<file path="src/rtl/nrisc_dbus_periph_if.sv">
// Data-memory peripheral bus: master drives address, data and one-cycle strobes;
// the peripheral returns registered read data.
interface nrisc_dbus_periph_if #(
    parameter int N_DData = 8,
    parameter int TAM     = 16
);
    logic [N_DData-1:0] addr;
    logic [TAM-1:0]     wdata;
    logic               write;
    logic               read;
    logic [TAM-1:0]     rdata;

    modport master (output addr, output wdata, output write, output read, input rdata);
    modport slave  (input addr, input wdata, input write, input read, output rdata);
endinterface

</file>
<file path="src/rtl/nrisc_dbus_periph.sv">
// NRISC data-bus peripheral: GPIO port, 16-bit compare timer with interrupt and an
// outbound show-ahead FIFO with a valid/ready stream.
module nrisc_dbus_periph #(
    parameter int N_DData   = 8,
    parameter int TAM       = 16,
    parameter int FIFO_LOG2 = 3
) (
    input  logic                clk,
    input  logic                rst,
    nrisc_dbus_periph_if.slave  PERIPH_BUS,
    input  logic [TAM-1:0]      PERIPH_gpio_in,
    output logic [TAM-1:0]      PERIPH_gpio_out,
    output logic                PERIPH_irq,
    output logic [TAM-1:0]      PERIPH_fifo_out,
    output logic                PERIPH_fifo_valid,
    input  logic                PERIPH_fifo_ready
);
    localparam int FIFO_DEPTH = 1 << FIFO_LOG2;
    localparam logic [FIFO_LOG2:0]   DEPTH_CNT = {1'b1, {FIFO_LOG2{1'b0}}};
    localparam logic [FIFO_LOG2:0]   CNT_ONE   = {{FIFO_LOG2{1'b0}}, 1'b1};
    localparam logic [FIFO_LOG2-1:0] PTR_ONE   = {{(FIFO_LOG2-1){1'b0}}, 1'b1};
    localparam logic [TAM-1:0]       WORD_ONE  = {{(TAM-1){1'b0}}, 1'b1};
    localparam logic [TAM-1:0]       WORD_ZERO = {TAM{1'b0}};

    logic [TAM-1:0]       rdata_r, gpio_out_r, gpio_sync1_r, gpio_sync2_r;
    logic [TAM-1:0]       tmr_cnt_r, tmr_cmp_r;
    logic                 tmr_en_r, tmr_ar_r, tmr_ie_r, match_r, irq_r, ovf_r;
    logic [TAM-1:0]       mem_r [FIFO_DEPTH];
    logic [FIFO_LOG2-1:0] wr_ptr_r, rd_ptr_r;
    logic [FIFO_LOG2:0]   count_r;

    logic                 mapped_s, empty_s, full_s, pop_s, push_s, push_ok_s, hit_s;
    logic [7:0]           wr_sel_s;
    logic [TAM-1:0]       rd_mux_s, status_s, tmr_cnt_nxt_s;
    logic [FIFO_LOG2:0]   count_nxt_s;

    assign mapped_s  = (PERIPH_BUS.addr[N_DData-1:3] == {(N_DData-3){1'b0}});
    assign empty_s   = (count_r == {(FIFO_LOG2+1){1'b0}});
    assign full_s    = (count_r == DEPTH_CNT);
    assign pop_s     = !empty_s && PERIPH_fifo_ready;
    assign push_s    = wr_sel_s[5];
    // A full FIFO still takes a push when the head leaves on the same edge.
    assign push_ok_s = push_s && (!full_s || pop_s);
    assign hit_s     = tmr_en_r && (tmr_cnt_r == tmr_cmp_r);

    // Write-enable decode, one bit per register slot.
    always_comb begin
        wr_sel_s = 8'h00;
        if (PERIPH_BUS.write && mapped_s) begin
            wr_sel_s[PERIPH_BUS.addr[2:0]] = 1'b1;
        end else begin
            wr_sel_s = 8'h00;
        end
    end

    // Status word and read-data multiplexer.
    always_comb begin
        status_s                = WORD_ZERO;
        status_s[FIFO_LOG2:0]   = count_r;
        status_s[13]            = ovf_r;
        status_s[14]            = full_s;
        status_s[15]            = empty_s;
        rd_mux_s                = WORD_ZERO;
        if (mapped_s) begin
            case (PERIPH_BUS.addr[2:0])
                3'd0:    rd_mux_s = gpio_out_r;
                3'd1:    rd_mux_s = gpio_sync2_r;
                3'd2:    rd_mux_s = tmr_cnt_r;
                3'd3:    rd_mux_s = tmr_cmp_r;
                3'd4:    rd_mux_s = {match_r, {(TAM-4){1'b0}}, tmr_ie_r, tmr_ar_r, tmr_en_r};
                3'd6:    rd_mux_s = status_s;
                default: rd_mux_s = WORD_ZERO;
            endcase
        end else begin
            rd_mux_s = WORD_ZERO;
        end
    end

    // Next timer count: bus write beats reload, reload beats increment.
    always_comb begin
        tmr_cnt_nxt_s = tmr_cnt_r;
        if (wr_sel_s[2]) begin
            tmr_cnt_nxt_s = PERIPH_BUS.wdata;
        end else if (hit_s && tmr_ar_r) begin
            tmr_cnt_nxt_s = WORD_ZERO;
        end else if (tmr_en_r) begin
            tmr_cnt_nxt_s = tmr_cnt_r + WORD_ONE;
        end else begin
            tmr_cnt_nxt_s = tmr_cnt_r;
        end
    end

    // Next FIFO occupancy.
    always_comb begin
        count_nxt_s = count_r;
        case ({push_ok_s, pop_s})
            2'b10:   count_nxt_s = count_r + CNT_ONE;
            2'b01:   count_nxt_s = count_r - CNT_ONE;
            default: count_nxt_s = count_r;
        endcase
    end

    // Bus-visible registers, timer and synchronizer.
    always_ff @(posedge clk) begin
        if (rst) begin
            rdata_r      <= WORD_ZERO;
            gpio_out_r   <= WORD_ZERO;
            gpio_sync1_r <= WORD_ZERO;
            gpio_sync2_r <= WORD_ZERO;
            tmr_cnt_r    <= WORD_ZERO;
            tmr_cmp_r    <= WORD_ZERO;
            tmr_en_r     <= 1'b0;
            tmr_ar_r     <= 1'b0;
            tmr_ie_r     <= 1'b0;
            match_r      <= 1'b0;
            irq_r        <= 1'b0;
        end else begin
            if (PERIPH_BUS.read) rdata_r <= rd_mux_s;
            if (wr_sel_s[0]) gpio_out_r <= PERIPH_BUS.wdata;
            gpio_sync1_r <= PERIPH_gpio_in;
            gpio_sync2_r <= gpio_sync1_r;
            tmr_cnt_r    <= tmr_cnt_nxt_s;
            if (wr_sel_s[3]) tmr_cmp_r <= PERIPH_BUS.wdata;
            if (wr_sel_s[4]) begin
                tmr_en_r <= PERIPH_BUS.wdata[0];
                tmr_ar_r <= PERIPH_BUS.wdata[1];
                tmr_ie_r <= PERIPH_BUS.wdata[2];
            end
            if (hit_s) begin
                match_r <= 1'b1;
            end else if (wr_sel_s[4] && PERIPH_BUS.wdata[TAM-1]) begin
                match_r <= 1'b0;
            end
            irq_r <= match_r && tmr_ie_r;
        end
    end

    // FIFO pointers, count and sticky overflow.
    always_ff @(posedge clk) begin
        if (rst) begin
            wr_ptr_r <= {FIFO_LOG2{1'b0}};
            rd_ptr_r <= {FIFO_LOG2{1'b0}};
            count_r  <= {(FIFO_LOG2+1){1'b0}};
            ovf_r    <= 1'b0;
        end else begin
            if (push_ok_s) wr_ptr_r <= wr_ptr_r + PTR_ONE;
            if (pop_s)     rd_ptr_r <= rd_ptr_r + PTR_ONE;
            count_r <= count_nxt_s;
            if (push_s && !push_ok_s) begin
                ovf_r <= 1'b1;
            end else if (wr_sel_s[6]) begin
                ovf_r <= 1'b0;
            end
        end
    end

    // FIFO storage; contents are don't-care until written.
    always_ff @(posedge clk) begin
        if (push_ok_s) mem_r[wr_ptr_r] <= PERIPH_BUS.wdata;
    end

    assign PERIPH_BUS.rdata  = rdata_r;
    assign PERIPH_gpio_out   = gpio_out_r;
    assign PERIPH_irq        = irq_r;
    assign PERIPH_fifo_out   = mem_r[rd_ptr_r];
    assign PERIPH_fifo_valid = !empty_s;
endmodule

</file>
<file path="src/flat_wrapper.sv">
// flat-port wrapper written by rule: the top's interface ports become plain ports
module nrisc_dbus_periph_flat 
#(
    parameter int N_DData   = 8,
    parameter int TAM       = 16,
    parameter int FIFO_LOG2 = 3
)
  (clk, rst, PERIPH_gpio_in, PERIPH_gpio_out, PERIPH_irq, PERIPH_fifo_out, PERIPH_fifo_valid, PERIPH_fifo_ready, PERIPH_BUS_addr, PERIPH_BUS_wdata, PERIPH_BUS_write, PERIPH_BUS_read, PERIPH_BUS_rdata);
  nrisc_dbus_periph_if #(.N_DData(N_DData), .TAM(TAM)) PERIPH_BUS_i ();
  input  logic clk;
  input  logic rst;
  input  logic [TAM-1:0] PERIPH_gpio_in;
  output logic [TAM-1:0] PERIPH_gpio_out;
  output logic PERIPH_irq;
  output logic [TAM-1:0] PERIPH_fifo_out;
  output logic PERIPH_fifo_valid;
  input  logic PERIPH_fifo_ready;
  input wire logic [$bits(PERIPH_BUS_i.addr)-1:0] PERIPH_BUS_addr;
  input wire logic [$bits(PERIPH_BUS_i.wdata)-1:0] PERIPH_BUS_wdata;
  input wire logic [$bits(PERIPH_BUS_i.write)-1:0] PERIPH_BUS_write;
  input wire logic [$bits(PERIPH_BUS_i.read)-1:0] PERIPH_BUS_read;
  output wire logic [$bits(PERIPH_BUS_i.rdata)-1:0] PERIPH_BUS_rdata;
  assign PERIPH_BUS_i.addr = PERIPH_BUS_addr;
  assign PERIPH_BUS_i.wdata = PERIPH_BUS_wdata;
  assign PERIPH_BUS_i.write = PERIPH_BUS_write;
  assign PERIPH_BUS_i.read = PERIPH_BUS_read;
  assign PERIPH_BUS_rdata = PERIPH_BUS_i.rdata;
  nrisc_dbus_periph #(.N_DData(N_DData), .TAM(TAM), .FIFO_LOG2(FIFO_LOG2)) u_core (.clk(clk), .rst(rst), .PERIPH_BUS(PERIPH_BUS_i), .PERIPH_gpio_in(PERIPH_gpio_in), .PERIPH_gpio_out(PERIPH_gpio_out), .PERIPH_irq(PERIPH_irq), .PERIPH_fifo_out(PERIPH_fifo_out), .PERIPH_fifo_valid(PERIPH_fifo_valid), .PERIPH_fifo_ready(PERIPH_fifo_ready));
endmodule
</file>
<file path="config.mk">
export PLATFORM = sky130hd
export DESIGN_NAME = nrisc_dbus_periph_flat
export DESIGN_NICKNAME = d
export VERILOG_FILES = /design/src/rtl/nrisc_dbus_periph_if.sv /design/src/rtl/nrisc_dbus_periph.sv /design/src/flat_wrapper.sv
export SDC_FILE = /design/constraint.sdc
export NUM_CORES = 1
export LEC_CHECK = 0
export BUFFER_PORTS_ARGS = -buffer_cell sky130_fd_sc_hd__buf_2
export CELL_PAD_IN_SITES_DETAIL_PLACEMENT = 0
export CELL_PAD_IN_SITES_GLOBAL_PLACEMENT = 1
export CORE_MARGIN = 2
export CORE_UTILIZATION = 30
export CTS_BUF_LIST = sky130_fd_sc_hd__clkbuf_4 sky130_fd_sc_hd__clkbuf_8
export DETAILED_ROUTE_END_ITERATION = 8
export PLACE_DENSITY_LB_ADDON = 0.25
export SYNTH_ARGS = -nofsm -noshare
export SYNTH_HDL_FRONTEND = slang
export SYNTH_SLANG_ARGS = --single-unit
</file>
<file path="constraint.sdc">
create_clock -name clk -period 4.8 [get_ports clk]
set_input_delay 0 -clock clk [delete_from_list [all_inputs] [get_ports clk]]
set_output_delay 0 -clock clk [all_outputs]
set_load 0.01 [all_outputs]
</file>
== Yosys cells after proc, flatten, opt, wreduce, memory -nomap -nowiden ==
Memory sizes are Yosys's and may differ from the RTL's. A register that Yosys moved wholly into a read port is not among the register bits.
Cells that the tools add are included.

* Input bits: 45
* Register bits: 112
* Memories kept: 1
* Word-level logic and storage cells: 69
* Memory bits (writable): 128
* Output and inout bits: 50

{| class="wikitable"
|+ Memory list
! memory !! depth !! bits a word !! rd ports !! clocked after memory_dff !! write ports !! line !! RTL
|-
| u_core.mem_r || 8 || 16 || 1 || 1 || 1 || nrisc_dbus_periph.sv:28 || <nowiki>logic [TAM-1:0] mem_r [FIFO_DEPTH];</nowiki>
|}

* $lt $le $gt $ge: 2
* Muxes and demuxes: 17
* Reductions and logical operators: 20
* Equality and inequality tests: 9
* $add $sub $neg: 5

{| class="wikitable"
|+ Operator list
! cell !! count
|-
| 16-bit one-hot mux with 6 select lines || 1
|-
| 16-bit two-way mux || 4
|-
| 16-bit by 1-bit adder with 16-bit output, second input constant || 1
|-
| 16-bit == test || 1
|-
| 1-bit logical AND || 9
|-
| 4-bit one-hot mux with 2 select lines || 1
|-
| 1-bit two-way mux || 7
|-
| 7-bit two-way mux || 1
|-
| 3-bit by 1-bit adder with 3-bit output, second input constant || 2
|-
| 3-bit by 2-bit == test with 1-bit output, second input constant || 2
|-
| 3-bit == test, second input constant || 2
|-
| 3-bit two-way mux || 2
|-
| 2-bit nonzero test || 3
|-
| 5-bit logical NOT || 1
|-
| 4-bit by 1-bit adder with 4-bit output, second input constant || 1
|-
| 4-bit == test, second input constant || 1
|-
| 4-bit logical NOT || 1
|-
| 3-bit by 4-bit less-than comparator with 1-bit output, second input constant || 1
|-
| 4-bit by 1-bit subtractor with 4-bit output, second input constant || 1
|-
| 1-bit demux with 3-bit select || 1
|-
| 3-bit by 1-bit == test with 1-bit output, second input constant || 1
|-
| 3-bit by 1-bit >= comparator with 1-bit output, second input constant || 1
|-
| 1-bit logical NOT || 3
|-
| 3-bit logical NOT || 1
|-
| 4 further kinds || 4
|}

== Longest topological paths before layout ==
* Depth in word-level cells: 9
* Gate-level depth with buffers: 11
* Depth with buffers taken out: 11

== Worst setup path before layout ==
Ideal clock, no wire load.

* Path kind: input to register
* From: input port PERIPH_BUS_addr[6]
* To: memory u_core.mem_r[2][0], enable pin
* Setup slack: 1.861 ns
* Cell stages on the path: 6
* Data required time: 4.391 ns
* Arrival: 2.530 ns
* Path buffers: 1
* Setup time: 0.409 ns
* Path through: or4b_4 -> or2_1 -> buf_6 -> nor3_2 -> nand2_1 -> nor3_1

* Word-level cells in the longest chain between the ends: 6

{| class="wikitable"
|+ Ends and longest elaborated chain
! item !! line !! RTL
|-
| start: declaration || flat_wrapper.sv:18 || <nowiki>input wire logic [$bits(PERIPH_BUS_i.addr)-1:0] PERIPH_BUS_addr;</nowiki>
|-
| 5-bit logical NOT || nrisc_dbus_periph.sv:37 || <nowiki>assign mapped_s = (PERIPH_BUS.addr[N_DData-1:3] == {(N_DData-3){1'b0}});</nowiki>
|-
| 1-bit logical AND || nrisc_dbus_periph.sv:49 || <nowiki>if (PERIPH_BUS.write && mapped_s) begin</nowiki>
|-
| 7-bit two-way mux || nrisc_dbus_periph.sv:49 ||
|-
| 1-bit logical AND || nrisc_dbus_periph.sv:43 || <nowiki>assign push_ok_s = push_s && (!full_s || pop_s);</nowiki>
|-
| 1-bit two-way mux || nrisc_dbus_periph.sv:159 || <nowiki>if (push_ok_s) mem_r[wr_ptr_r] <= PERIPH_BUS.wdata;</nowiki>
|-
| 1-bit two-way mux (implied by the code) || nrisc_dbus_periph.sv:159 ||
|-
| end: declaration || nrisc_dbus_periph.sv:28 ||
|}

No other way between the ends.

== Final worst setup path ==
* From: input port PERIPH_BUS_addr[6]
* To: register u_core.tmr_cnt_r[14]

* Word-level cells in the longest chain between the ends: 4
* Elaborated cells on any way between the ends: 5
* Those cells by class: mux (2); reduce/logical (3)

{| class="wikitable"
|+ Ends and longest elaborated chain
! item !! line !! RTL
|-
| 5-bit logical NOT * || nrisc_dbus_periph.sv:37 ||
|-
| 1-bit logical AND * || nrisc_dbus_periph.sv:49 ||
|-
| 7-bit two-way mux * || nrisc_dbus_periph.sv:49 ||
|-
| 3-bit nonzero test (no source line) / 16-bit two-way mux (equally long branches) || n/a ||
|-
| end signal: assignment || nrisc_dbus_periph.sv:122 || <nowiki>tmr_cnt_r <= tmr_cnt_nxt_s;</nowiki>
|-
| end: declaration || nrisc_dbus_periph.sv:26 || <nowiki>logic [TAM-1:0] tmr_cnt_r, tmr_cmp_r;</nowiki>
|}

Mark *: on every way between the ends. The rest lies on a longest branch, timed or not.
A chain may end at the register's enable or synchronous reset.

==> reports/summary.log <==
qor: status.status complete, no violations
qor: synthesis.synth.area.top_cells sky130_fd_sc_hd__edfxtp_1 39%, sky130_fd_sc_hd__dfxtp_1 23%, sky130_fd_sc_hd__mux4_2 10%
qor: worst_setup_path.timing.critical_path.to u_core.tmr_cnt_r[14]
qor: global_route.grt_overflow_total 0
qor: place.half_perimeter_wire_length_of_the_detailed_placement_result 15.2 mm
qor: worst_setup_path.required 5.26 ns
qor: synthesis.ys_dominant_reg_cell sky130_fd_sc_hd__edfxtp_1
qor: clock_tree.cts_made_buffers 43
qor: cells_and_area.layout.area.seq 6150 µm²
qor: worst_setup_path.regToRegStartpoint u_core.count_r[0]
qor: min_path.hold_path_origin PERIPH_BUS_addr[4]
qor: worst_setup_path.startpoint PERIPH_BUS_addr[6]
qor: global_route.grt_usage 14.2%
qor: cells_and_area.filler_cell_count 3180
qor: power_and_ir_drop.net_sw_share 22.1%
qor: clock_tree.cts-resized-gates 0
qor: global_route.grt.busiest_layer met2
qor: synthesis.synth-edff-count 128
qor: power_and_ir_drop.power.leakage 4.40 nW
qor: synthesis.number_of_register_bits_inferred_by_synthesis 243
qor: worst_setup_path.worst-path-max-fanout 4
qor: place.number_of_buffer_cells_added_on_primary_ports 94
qor: timing.report.final.setup_viol 0
qor: timing.slew_viol_final 0
qor: detailed_routing.drtIter0Drc 351
qor: worst_setup_path.r2r_slack 2.29 ns
qor: detailed_routing.drt_drc_violations_left 0
qor: power_and_ir_drop.p_clk_share 43.5%
qor: worst_setup_path.worstReg2RegEnd u_core.mem_r[6][13]
qor: clock_tree.ctsLongestPathBuffers 3
qor: clock_tree.cts_post_setup_buffers_inserted 0
qor: synthesis.synth_commonest_cells 128 x sky130_fd_sc_hd__edfxtp_1, 115 x sky130_fd_sc_hd__dfxtp_1, 90 x sky130_fd_sc_hd__nor2_1
qor: min_path.holdCritPathClass in2reg
qor: clock_tree.tritoncts built
qor: place.gp_congestion 0.713
qor: clock_tree.cts.root.buffer_cell sky130_fd_sc_hd__clkbuf_8
qor: timing.period_minus_slack 3.14 ns
qor: synthesis.seq_total_area_yosys 62.4%
qor: floorplanning.die_height 185 µm
qor: global_route.grt_start_max_net_pins 62
qor: cells_and_area.utilization 37.5%
qor: synthesis.netlist-cell-type-count 47
qor: floorplanning.placeable_core_region 32500 µm²
qor: synthesis.synth.yosys.warnings 0
qor: detailed_routing.final_antenna_net_count 0
qor: global_route.first_global_vias 6393
qor: place.placedCellCount 1208
qor: power_and_ir_drop.max-vdd-ir-drop 0.176 mV
qor: clock_tree.path_clk_slew 0.06 ns
qor: timing.transition_at_the_pin_with_the_smallest_max_transition_slack 1.01 ns
qor: global_route.grt.met3_usage 2.77%
qor: synthesis.synth_largest_area_cell sky130_fd_sc_hd__edfxtp_1
qor: clock_tree.clk-insertion-delay-late 0.55 ns
qor: power_and_ir_drop.power_switching 0.962 mW
qor: worst_setup_path.timing.reg2reg.worst_path_depth 6
qor: power_and_ir_drop.power_frac_comb 5.5%
qor: synthesis.netlist_instances 701
qor: cells_and_area.syn_to_final_growth 23.5%
qor: synthesis.synth.most_common_cell sky130_fd_sc_hd__edfxtp_1
qor: cells_and_area.multiInputGateArea 3500 µm²
qor: global_route.initial_antenna_violation_count 0
qor: timing.timing.clock.skew 0.0130 ns
qor: worst_setup_path.worst_setup_path_end_kind register
qor: global_route.grt_pass1_wl 36.9 mm
qor: timing.final.setup.tns 0 ns
qor: timing.holdWs 0.0250 ns
qor: detailed_routing.drt_wl_total 23.9 mm
qor: synthesis.async_reset_ff_share 0%
qor: power_and_ir_drop.power.density_cell_area 357 nW/µm²
qor: clock_tree.clkSinkCount 243
qor: worst_setup_path.critical_path_start_type input pin
qor: cells_and_area.layout-drive-gt1-share 28.3%
qor: worst_setup_path.critical_path_class in2reg
qor: timing.final-hold-violation-count 0
qor: synthesis.synth_area 9850 µm²
qor: cells_and_area.final_cells 1335
qor: global_route.gr-usage-met2 22.9%
qor: clock_tree.cts_hold_repair.buffers 52
qor: floorplanning.floorplan.io_pins 95
qor: worst_setup_path.cp.arrival 3.60 ns
qor: floorplanning.dieArea 34300 µm²
qor: clock_tree.cts.htree.levels 2
qor: cells_and_area.num_antenna_cells 0
qor: detailed_routing.drt_pre_antenna_iters 4
qor: timing.rsz0062_at_grt no
qor: job.drv.max_cap_violation_count 0
qor: detailed_routing.drt-wirelength-per-cell 17.9 µm
qor: synthesis.synth_largest_type_area_fraction 39.0%
qor: power_and_ir_drop.p_int 3.39 mW
qor: timing.timing.max_slew.rel_slack 32.9%
qor: detailed_routing.vias 6097
qor: detailed_routing.routed_via_density 4.57
qor: power_and_ir_drop.power.share.sequential 51.0%
qor: timing.final_min_period_over_clock_period 65.5%
qor: synthesis.post_synthesis_mean_instance_area 14.0 µm²
qor: global_route.global_route.usage.met1 19.4%
qor: floorplanning.initial_core_util 30.3%
qor: floorplanning.die_x 185 µm
qor: floorplanning.num_rows 66
qor: timing.achievable-frequency 318 MHz
qor: synthesis.synth.net_count 750
qor: cells_and_area.final_nets 912
[power groups by stage]
stage | sequential [mW] | clock [mW] | combinational (mW)
6_report | 2.22 | 1.89 | 0.240
5_1_grt | 2.22 | 2.06 | 0.264
4_1_cts | 2.22 | 1.96 | 0.245
3_5_place_dp | 2.26 | 0 | 0.212
3_3_place_gp | 2.26 | 0 | 0.213
2_1_floorplan | 2.25 | 0 | 0.137
[cell usage in the layout (no fill, tap or decap), types with 4 or more instances in the layout]
cell type	count
sky130_fd_sc_hd__edfxtp_1	128
sky130_fd_sc_hd__dfxtp_1	113
sky130_fd_sc_hd__buf_2	93
sky130_fd_sc_hd__nor2_1	90
sky130_fd_sc_hd__dlygate4sd3_1	52
sky130_fd_sc_hd__clkbuf_8	50
sky130_fd_sc_hd__mux4_2	45
sky130_fd_sc_hd__mux2i_1	45
sky130_fd_sc_hd__nor2b_1	37
sky130_fd_sc_hd__nand2_1	19
sky130_fd_sc_hd__mux2_2	19
sky130_fd_sc_hd__xnor2_1	19
sky130_fd_sc_hd__a22oi_1	19
sky130_fd_sc_hd__clkbuf_4	15
sky130_fd_sc_hd__nand3_1	14
sky130_fd_sc_hd__a21oi_1	14
sky130_fd_sc_hd__buf_4	12
sky130_fd_sc_hd__xor2_1	10
sky130_fd_sc_hd__a22o_1	10
sky130_fd_sc_hd__inv_1	8
sky130_fd_sc_hd__nand2b_1	8
sky130_fd_sc_hd__nand4_1	8
sky130_fd_sc_hd__o21ai_0	7
sky130_fd_sc_hd__nor3_1	4
sky130_fd_sc_hd__nor3_2	4
sky130_fd_sc_hd__a211oi_1	4
sky130_fd_sc_hd__ha_1	4
sky130_fd_sc_hd__clkinv_1	4
[worst min-delay path by stage]
stage,endpoint,cells past startpoint,slack [ns]
2_1_floorplan,u_core.mem_r[0][0],0,0.1
3_3_place_gp,u_core.gpio_sync1_r[10],2,0.22
3_5_place_dp,u_core.gpio_sync1_r[11],2,0.21
4_1_cts,u_core.ovf_r,4,0.003
5_1_grt,u_core.ovf_r,4,0.06
6_report,u_core.ovf_r,4,0.02
[flip-flops by register name (all words and copies together) (netlist names), 3 cells and up, named ones only]
| name | count |
|---|---|
| u_core.tmr_cnt_r | 16 |
| u_core.rd_ptr_r | 3 |
| u_core.wr_ptr_r | 3 |
| u_core.tmr_cmp_r | 16 |
| u_core.gpio_sync2_r | 16 |
| u_core.count_r | 4 |
| u_core.gpio_sync1_r | 16 |
| u_core.PERIPH_gpio_out | 16 |
| u_core.PERIPH_BUS.rdata | 16 |
| u_core.mem_r | 128 |
[critical path: stages]
cell and delay, ns:
sky130_fd_sc_hd__dlygate4sd3_1 0.53, sky130_fd_sc_hd__buf_2 0.13, sky130_fd_sc_hd__or4b_4 0.53, sky130_fd_sc_hd__dlygate4sd3_1 0.62
sky130_fd_sc_hd__nor4_2 0.54, sky130_fd_sc_hd__dlygate4sd3_1 0.73, sky130_fd_sc_hd__nand2_1 0.10, sky130_fd_sc_hd__a21oi_1 0.15
sky130_fd_sc_hd__nor2_1 0.05, sky130_fd_sc_hd__a211oi_1 0.20
[logic make-up after synthesis]
group	Yosys count	synth area share, %
adder cells (fa/ha/maj)	4	0.508
AND/OR/NAND/NOR	201	10.4
flip-flops	243	62.4
buffers and inverters	48	2.16
multiplexers	109	17.0
AO/OA/AOI/OAI	67	4.96
XOR/XNOR	29	2.58
[routing by layer]
layer	wire (µm)	vias up
met5	0	-
met4	407	0
met1	11300	2982
met3	1090	35
li1	-	2942
met2	11100	138
[cell type report]
class | count | area share [%]
Sequential cell | 243 | 50.5
Timing Repair Buffer | 157 | 8.84
Tap cell | 442 | 4.55
Clock buffer | 65 | 6.58
Clock inverter | 10 | 0.483
Inverter | 8 | 0.247
Multi-Input combinational cell | 410 | 28.8
[per-stage QoR]
step / instance area (µm²) / worst slack, ns / power [mW]
4_1_cts: 12200 / 1.63 / 4.42
5_1_grt: 12200 / 1.51 / 4.54
2_1_floorplan: 9850 / 1.86 / 2.39
6_report: 12200 / 1.66 / 4.35
3_3_place_gp: 10800 / 1.87 / 2.47
3_5_place_dp: 10800 / 1.77 / 2.47
Power figures use the tool's default switching activity.
